## src/rtl/mcu_pkg.sv

```systemverilog
// Shared command byte constants and the MCU command word type.
package mcu_pkg;

    localparam int CMD_WORD_W = 24;

    typedef logic [CMD_WORD_W-1:0] cmd_word_t;

    localparam logic [7:0] CMD_NOPE       = 8'hFF;
    localparam logic [7:0] CMD_RTC        = 8'hFA;
    localparam logic [7:0] CMD_USB_UART   = 8'hFC;
    localparam logic [7:0] CMD_ESP_UART   = 8'hFB;
    localparam logic [7:0] CMD_FLASH      = 8'hF9;
    localparam logic [7:0] CMD_DEBUG_ADDR = 8'h30;
    localparam logic [7:0] CMD_DEBUG_DATA = 8'h31;

    function automatic cmd_word_t nope_word();
        return {CMD_NOPE, 8'h00, 8'h00};
    endfunction

endpackage

```

## src/rtl/mcu_rr_arbiter.sv

```systemverilog
// Round-robin arbiter: search starts at the channel after ptr, one grant at most.
module mcu_rr_arbiter
    import mcu_pkg::*;
#(
    parameter int NCH = 4,
    parameter int PW  = $clog2(NCH)
) (
    input  logic [NCH-1:0] req,
    input  logic [PW-1:0]  ptr,
    input  logic           en,
    output logic [NCH-1:0] grant,
    output logic [PW-1:0]  idx
);

    logic [PW-1:0] cand_s;
    logic          found_s;

    // Walk channels ptr+1 .. ptr+NCH (mod NCH) and take the first requester.
    always_comb begin
        grant   = '0;
        idx     = '0;
        found_s = 1'b0;
        cand_s  = '0;
        for (int k = 1; k <= NCH; k++) begin
            cand_s = PW'((int'(ptr) + k) % NCH);
            if (en && req[cand_s] && !found_s) begin
                grant[cand_s] = 1'b1;
                idx           = cand_s;
                found_s       = 1'b1;
            end else begin
                found_s = found_s;
            end
        end
    end

endmodule

```

## src/rtl/mcu_tx_sched.sv

```systemverilog
// Per-channel holding registers feeding the MCU TX FIFO through a round-robin arbiter.
// Optional filler (NOPE) words when idle are enabled by MCU_TX_NOPE_EN.
module mcu_tx_sched
    import mcu_pkg::*;
#(
    parameter int NCH = 4,
    parameter int W   = 24
) (
    input  logic             clk,
    input  logic             reset,
    input  logic [NCH-1:0]   ch_wr,
    input  logic [NCH*W-1:0] ch_data,
    output logic [W-1:0]     queue_di,
    output logic             queue_wr_req,
    input  logic             queue_wr_full,
    input  logic             queue_rd_empty,
    output logic [NCH-1:0]   ch_pending,
    output logic [NCH-1:0]   ch_ovf,
    input  logic             ovf_clr
);

    localparam int PW = $clog2(NCH);

    logic [NCH-1:0] pending_r;
    logic [NCH-1:0] ovf_r;
    logic [W-1:0]   word_r [NCH];
    logic [PW-1:0]  ptr_r;

    logic [NCH-1:0] grant_s;
    logic [PW-1:0]  idx_s;
    logic           any_grant_s;
    logic           nope_s;
    logic [NCH-1:0] pend_nxt_s;
    logic [NCH-1:0] ovf_nxt_s;
    logic [W-1:0]   word_nxt_s [NCH];

    mcu_rr_arbiter #(.NCH(NCH), .PW(PW)) u_arb (
        .req   (pending_r),
        .ptr   (ptr_r),
        .en    (~queue_wr_full),
        .grant (grant_s),
        .idx   (idx_s)
    );

    assign any_grant_s = |grant_s;

`ifdef MCU_TX_NOPE_EN
    logic nope_last_r;

    // Filler only when idle; never on two consecutive cycles.
    always_comb begin
        nope_s = ~|pending_r & ~queue_wr_full & queue_rd_empty & ~nope_last_r;
    end

    // Remember whether the previous cycle issued a filler.
    always_ff @(posedge clk or posedge reset) begin
        if (reset) begin
            nope_last_r <= 1'b0;
        end else begin
            nope_last_r <= nope_s;
        end
    end
`else
    logic unused_rd_empty_s;
    assign unused_rd_empty_s = queue_rd_empty;

    // Filler disabled: the FIFO only ever sees channel data.
    always_comb begin
        nope_s = 1'b0;
    end
`endif

    // Holding register next state; a write in the grant cycle refills without overflow.
    always_comb begin
        pend_nxt_s = '0;
        ovf_nxt_s  = '0;
        for (int i = 0; i < NCH; i++) begin
            word_nxt_s[i] = ch_wr[i] ? ch_data[i*W +: W] : word_r[i];
            pend_nxt_s[i] = ch_wr[i] | (pending_r[i] & ~grant_s[i]);
            ovf_nxt_s[i]  = ovf_clr ? 1'b0
                                    : (ovf_r[i] | (ch_wr[i] & pending_r[i] & ~grant_s[i]));
        end
    end

    // Channel state, pointer and FIFO write port registers.
    always_ff @(posedge clk or posedge reset) begin
        if (reset) begin
            pending_r    <= '0;
            ovf_r        <= '0;
            ptr_r        <= PW'(NCH - 1);
            queue_wr_req <= 1'b0;
            queue_di     <= '0;
            for (int i = 0; i < NCH; i++) begin
                word_r[i] <= '0;
            end
        end else begin
            pending_r    <= pend_nxt_s;
            ovf_r        <= ovf_nxt_s;
            ptr_r        <= any_grant_s ? idx_s : ptr_r;
            queue_wr_req <= any_grant_s | nope_s;
            queue_di     <= any_grant_s ? word_r[idx_s]
                          : (nope_s ? W'(nope_word()) : queue_di);
            for (int i = 0; i < NCH; i++) begin
                word_r[i] <= word_nxt_s[i];
            end
        end
    end

    assign ch_pending = pending_r;
    assign ch_ovf     = ovf_r;

endmodule

```

## config.mk

```make
export PLATFORM = sky130hd
export DESIGN_NAME = mcu_tx_sched
export DESIGN_NICKNAME = d
export VERILOG_FILES = /design/src/rtl/mcu_pkg.sv /design/src/rtl/mcu_rr_arbiter.sv /design/src/rtl/mcu_tx_sched.sv
export SDC_FILE = /design/constraint.sdc
export NUM_CORES = 1
export LEC_CHECK = 0
export BUFFER_PORTS_ARGS = -buffer_cell sky130_fd_sc_hd__buf_2
export CORE_ASPECT_RATIO = 0.8
export CORE_UTILIZATION = 45
export CTS_CLUSTER_DIAMETER = 50
export CTS_CLUSTER_SIZE = 40
export DETAILED_ROUTE_END_ITERATION = 8
export MAX_ROUTING_LAYER = met4
export PLACE_DENSITY = 0.71
export SETUP_SLACK_MARGIN = 0.1
export SYNTH_ARGS = -nofsm -noshare
export SYNTH_HDL_FRONTEND = slang
export SYNTH_HIERARCHICAL = 1
export SYNTH_SLANG_ARGS = --single-unit
```

## constraint.sdc

```tcl
create_clock -name clk -period 3.8 [get_ports clk]
set_input_delay 0.38 -clock clk [delete_from_list [all_inputs] [get_ports clk]]
set_output_delay 0.38 -clock clk [all_outputs]
set_load 0.05 [all_outputs]
```

# == Yosys cells after proc, flatten, opt, wreduce, memory -nomap -nowiden ==
# Index checks and enable logic that the tools add are counted.
# totals
ram_bits,0
register_bits,131
rom_bits,0
mem_count,0
latch_bits,0
word_cells,101
output_inout_bits,33
# op_classes
magnitude_cmp,9
mux,35
n_shift,0
div,0
n_addsub,4
eq_ne,0
bitwise,29
reduce_logical,15
multipliers,0
# ops
op,count
two-way mux 24 bit,3
binary-select mux 24 bit (select 2 bit),1
two-way mux 4 bit,4
two-way mux 1 bit,15
AND 1 bit,12
< comparator 2 x 3 -> 1 bit (second input constant),4
OR 4 bit,3
logical AND 1 bit,11
binary-select mux 1 bit (select 2 bit),4
demux 1 bit (select 2 bit),4
>= comparator 2 x 1 -> 1 bit (second input constant),4
two-way mux 2 bit,4
OR 1 bit,8
NOT 1 bit,5
adder 2 x 1 -> 2 bit (second input constant),2
adder 2 bit (second input constant),2
OR reduction 4 bit,1
>= comparator 3 bit (second input constant),1
zero test 1 bit,3
NOT 2 -> 3 bit,1

# == Logic depth before layout (Yosys ltp) ==
# depth
word_depth,19
ltp_mapped,12
depth_no_buf,9

# == By module ==
# Netlist, hierarchy kept.
# by_module_without_submodules
module,area_each_um2,cells_per_inst,instances
mcu_tx_sched,5461.5,321,1
mcu_rr_arbiter,618.1,76,1

# == Least setup slack after synthesis ==
# No wires, ideal clock.
# synth_timing
path_type,register to register
start,register ptr_r[0]
end,register queue_di[10]
path_stages_with_launch,13
setup_time_ns,0.125
t_arrival_ns,3.113
n_path_buf,3
path_slack_ns,0.562
path_cell_list,dfstp_2 > buf_6 > inv_1 > ha_1 > mux4_2 > nand2_2 > and2_1 > o21ai_2 > o31ai_1 > buf_6 > buf_6 > mux4_2 > mux2_2
# synth_between
elab_chain_cells,19
elab_cells_between_ends,62
classes_between,add/sub (4); order compare (8); mux (31); bitwise (4); reduce/logical (15)
# synth_lines
element,line_no,source
"start, declared",mcu_tx_sched.sv:27,logic [PW-1:0] ptr_r;
"start signal, assigned",mcu_tx_sched.sv:90,ptr_r <= PW'(NCH - 1);
"start signal, assigned",mcu_tx_sched.sv:99,ptr_r <= any_grant_s ? idx_s : ptr_r;
adder 2 x 1 -> 2 bit,mcu_rr_arbiter.sv:25,cand_s = PW'((int'(ptr) + k) % NCH);
binary-select mux 1 bit (select 2 bit),mcu_rr_arbiter.sv:26,if (en && req[cand_s] && !found_s) begin
two-way mux 1 bit (implied by the code),mcu_rr_arbiter.sv:26,
logical AND 1 bit,mcu_rr_arbiter.sv:26,
two-way mux 1 bit,mcu_rr_arbiter.sv:26,
zero test 1 bit,mcu_rr_arbiter.sv:26,
logical AND 1 bit,mcu_rr_arbiter.sv:26,
two-way mux 1 bit,mcu_rr_arbiter.sv:26,
[... 3 more ...],-,
zero test 1 bit,mcu_rr_arbiter.sv:26,
logical AND 1 bit,mcu_rr_arbiter.sv:26,
two-way mux 2 bit *,mcu_rr_arbiter.sv:26,
net idx_s[0],mcu_tx_sched.sv:30,logic [PW-1:0] idx_s;
NOT 2 -> 3 bit (implied by the code) *,mcu_tx_sched.sv:101,queue_di <= any_grant_s ? word_r[idx_s]
binary-select mux 24 bit (select 2 bit) *,mcu_tx_sched.sv:101,
two-way mux 24 bit (implied by the code) * (2 in series),mcu_tx_sched.sv:101,
two-way mux 24 bit *,mcu_tx_sched.sv:101,
"end signal, assigned",mcu_tx_sched.sv:101,
"end, declared",mcu_tx_sched.sv:13,"output logic [W-1:0] queue_di,"
# Mark *: on every way through the listed nets, which the timed path passes. The rest lies on a longest branch. The select of a mux whose other input is x is not followed.
# A chain may end at the register's enable or synchronous reset.

# == Worst setup path after layout ==
# layout_timing
start,register ptr_r[0]
end,register queue_di[15]
# Same word-level chain as after synthesis.

==> flow_metrics.py <==
metrics = {
    "run_status": {
        "run_status": "completed",
    },
    "floorplanning": {
        "floorplan.core_area_sq_um": 13010,
        "die_y_microns": 106.0,
        "dieArea_sq_um": 13980,
        "start_util": 0.4673,
        "die_width_microns": 132.0,
        "io_pins": 138,
        "rows": 37,
    },
    "logic_synthesis": {
        "syn_nets": 510,
        "syn_avg_cell_area_sq_um": 15.31,
        "synth_cell_type_count": 45,
        "synthArstFlopShare": 1.000,
        "synth-main-ff-cell": "dfrtp_1",
        "synth_area_leaders": "dfrtp_1, mux2_2, mux4_2",
        "syn_inst": 397,
        "yosysMostFrequentCell": "dfrtp_1",
        "synth_top_area_cell": "dfrtp_1",
        "synth-seq-cells": 131,
        "netlist.area_leader.share": 0.5310,
        "ys_seq_area_frac": 0.5396,
        "syn_area_sq_um": 6080,
        "synth_edf_count": 0,
        "yosysWarnings": 6,
        "synth_commonest_cells": "dfrtp_1, mux2_2, mux4_2",
    },
    "layout": {
        "postLayoutCellArea_sq_um": 7482,
        "drive_gt1_frac": 0.6211,
        "num-nets-final": 650,
        "area_delta_synth_final_pct": 23.07,
    },
    "setup_path": {
        "crit_required_ns": 4.10,
        "end_kind": "flip-flop",
        "slowest_delay_ns": 0.67,
        "reg2reg_depth": 10,
        "critPathMaxFanout": 10,
        "slowest_stage": "dfstp_2",
        "crit_family": "multiplexers",
        "crit_chain": "inv_1 -> ha_2 -> mux4_2 -> nand2_2 -> and2_1 -> o21ai_2 -> o31ai_4 -> buf_4 -> mux4_2 -> mux2_2",
        "path_class": "reg -> reg",
        "cp.arrival_ns": 3.78,
        "path_depth": 10,
        "critPathLaunchType": "flip-flop",
        "path_buf_inv": 2,
        "cpMostUsedCell": "mux4_2",
    },
    "sta": {
        "max_freq_ghz": 0.2878,
        "worst_pin_slew_ns": 1.073,
        "skew_ns": 0.005722,
        "grt_setup_unrepaired": "no",
        "slew_headroom": 0.2831,
        "tns_ns": 0,
        "fin_crit_ns": 3.475,
        "fin_ws_ns": 0.3254,
        "hold_viol_final": 0,
        "slew_violations": 0,
        "finalSetupViolCount": 0,
        "post-route-period-util": 0.9144,
        "holdWs_ns": 0.1530,
    },
    "global_routing": {
        "antenna_found_initial": 1,
        "grt_usage": 0.2162,
        "overflow": 0,
        "grt_max_degree": 49,
        "grt_pass1_wl_microns": 21920,
        "first_global_vias": 4148,
    },
    "clock_network": {
        "root_buffer": "clkbuf_16",
        "cts_inserted_buffers": 17,
        "clock_latency_ns": 0.42,
        "clkTransAtPathRegs_ns": 0.06,
        "clockBufferDepth": 2,
        "htreeDepth": 4,
        "cts_tree": "done",
        "cts_sinks": 131,
    },
    "place": {
        "place_area_sq_um": 6932,
        "globalplace.congestion": 0.8850,
        "hpwl_microns": 9222,
        "numPortBuffers": 136,
        "place_ws_ns": 0.2890,
    },
    "route": {
        "drt_wl_total_microns": 13450,
        "drc": 0,
        "drt-initial-drc-count": 156,
        "firstDrtPassIters": 4,
        "wl_per_cell_microns": 18.54,
        "viasPerCell": 5.309,
        "antenna_left": 0,
        "vias": 3849,
    },
    "power_and_ir_drop": {
        "p_per_area_nw_per_um2": 825.7,
        "vdd_drop_max_mv": 0.3970,
        "p_leak_nw": 3.325,
    },
    "min_path": {
        "holdPathStages": 2,
        "hp-class": "in -> reg",
    },
    "job": {
        "maxCapViolations": 0,
    },
}
-- sequential cells by signal, summed over array words and instances, names as in the netlist --
register	count
ptr_r	2
queue_di	24
word_r	96
queue_wr_req	1
ch_pending	4
ch_ovf	4
-- timing repair --
item | CTS | global route
buffers inserted | 0 | 0
gates resized for setup | 0 | 1
hold buffers | 0 | 0
setup endpoints to repair | 0 | 7
-- where the power goes --
| group | switching (mW) | internal (mW) | total [mW] |
|---|---|---|---|
| logic | 1.56 | 1.21 | 2.77 |
| clock network | 0.575 | 0.922 | 1.50 |
| registers | 0.210 | 1.70 | 1.91 |
| total | 2.34 | 3.84 | 6.18 |
-- layout make-up --
class | count | area, sq um
flip-flops and latches | 131 | 3281
well taps | 175 | 219.0
fillers | 1059 | 5527
clock inverters | 10 | 85.08
clock buffers | 21 | 460.4
repair buffers | 147 | 788.3
inverters | 16 | 63.81
multi-input cells | 224 | 2582
diodes | 1 | 2.502
-- logic make-up (layout without fill, tap and decap cells) --
| kind of cell | count (synthesis) | in the layout | share of synthesized area |
|---|---|---|---|
| AOI/OAI and AO/OA | 32 | 32 | 0.03828 |
| buffers and inverters | 42 | 194 | 0.04013 |
| DFF | 131 | 131 | 0.5396 |
| other | 0 | 1 | 0 |
| and+or+nand+nor | 31 | 31 | 0.03190 |
| muxes | 153 | 153 | 0.3336 |
| adders and majority gates | 8 | 8 | 0.01646 |
-- worst register-to-register path, cell delays in order, from the launching register on --
cell and delay, ns:
dfstp_2 0.67, inv_1 0.17, ha_2 0.46, mux4_2 0.39, nand2_2 0.14, and2_1 0.15, o21ai_2 0.08, o31ai_4 0.18
buf_4 0.33, mux4_2 0.52, mux2_2 0.27
-- per-layer routing --
layer,GRT usage,up-vias,routed length (microns)
met5,-,-,0
met4,0.09385,0,259
met3,0.05103,25,671
met2,0.3416,121,6638
met1,0.2680,1961,5876
li1,-,1742,-
-- cell usage in the layout, fill, tap and decap left out, drive strengths merged, types with 2 or more instances in the layout --
master / n
dfstp: 2
nor2: 3
clkinvlp: 2
a22oi: 4
mux2: 124
nand3: 8
ha: 8
nand2b: 2
buf: 147
a32o: 2
nand3b: 4
nand2: 7
o21ai: 4
dfrtp: 129
o211ai: 4
mux4: 26
clkbuf: 21
o22ai: 2
nor3: 2
inv: 15
a21o: 5
a21oi: 7
mux2i: 3
clkinv: 8
-- per-stage QoR --
stage                 util  cells  total power [mW]
floorplan                -    397             4.103
global placement    0.5328    693             4.629
detailed placement  0.5328    693             4.712
CTS                 0.5748    724             6.237
global route        0.5752    725             6.496
finish              0.5752    725             6.178
-- path summary, 6_finish.rpt --
path | endpoint | slack (ns) | start
worst max-delay path | queue_di[15] | 0.33 | ptr_r[0]
worst min-delay path | ch_ovf[3] | 0.15 | ovf_clr
worst max register to register | queue_di[15] | 0.33 | ptr_r[0]
worst min register to register | word_r[62] | 0.50 | word_r[62]
max in group asynchronous | word_r[65] | 2.58 | reset
min in group asynchronous | word_r[13] | 0.20 | reset
Power figures use the tool's default switching activity.
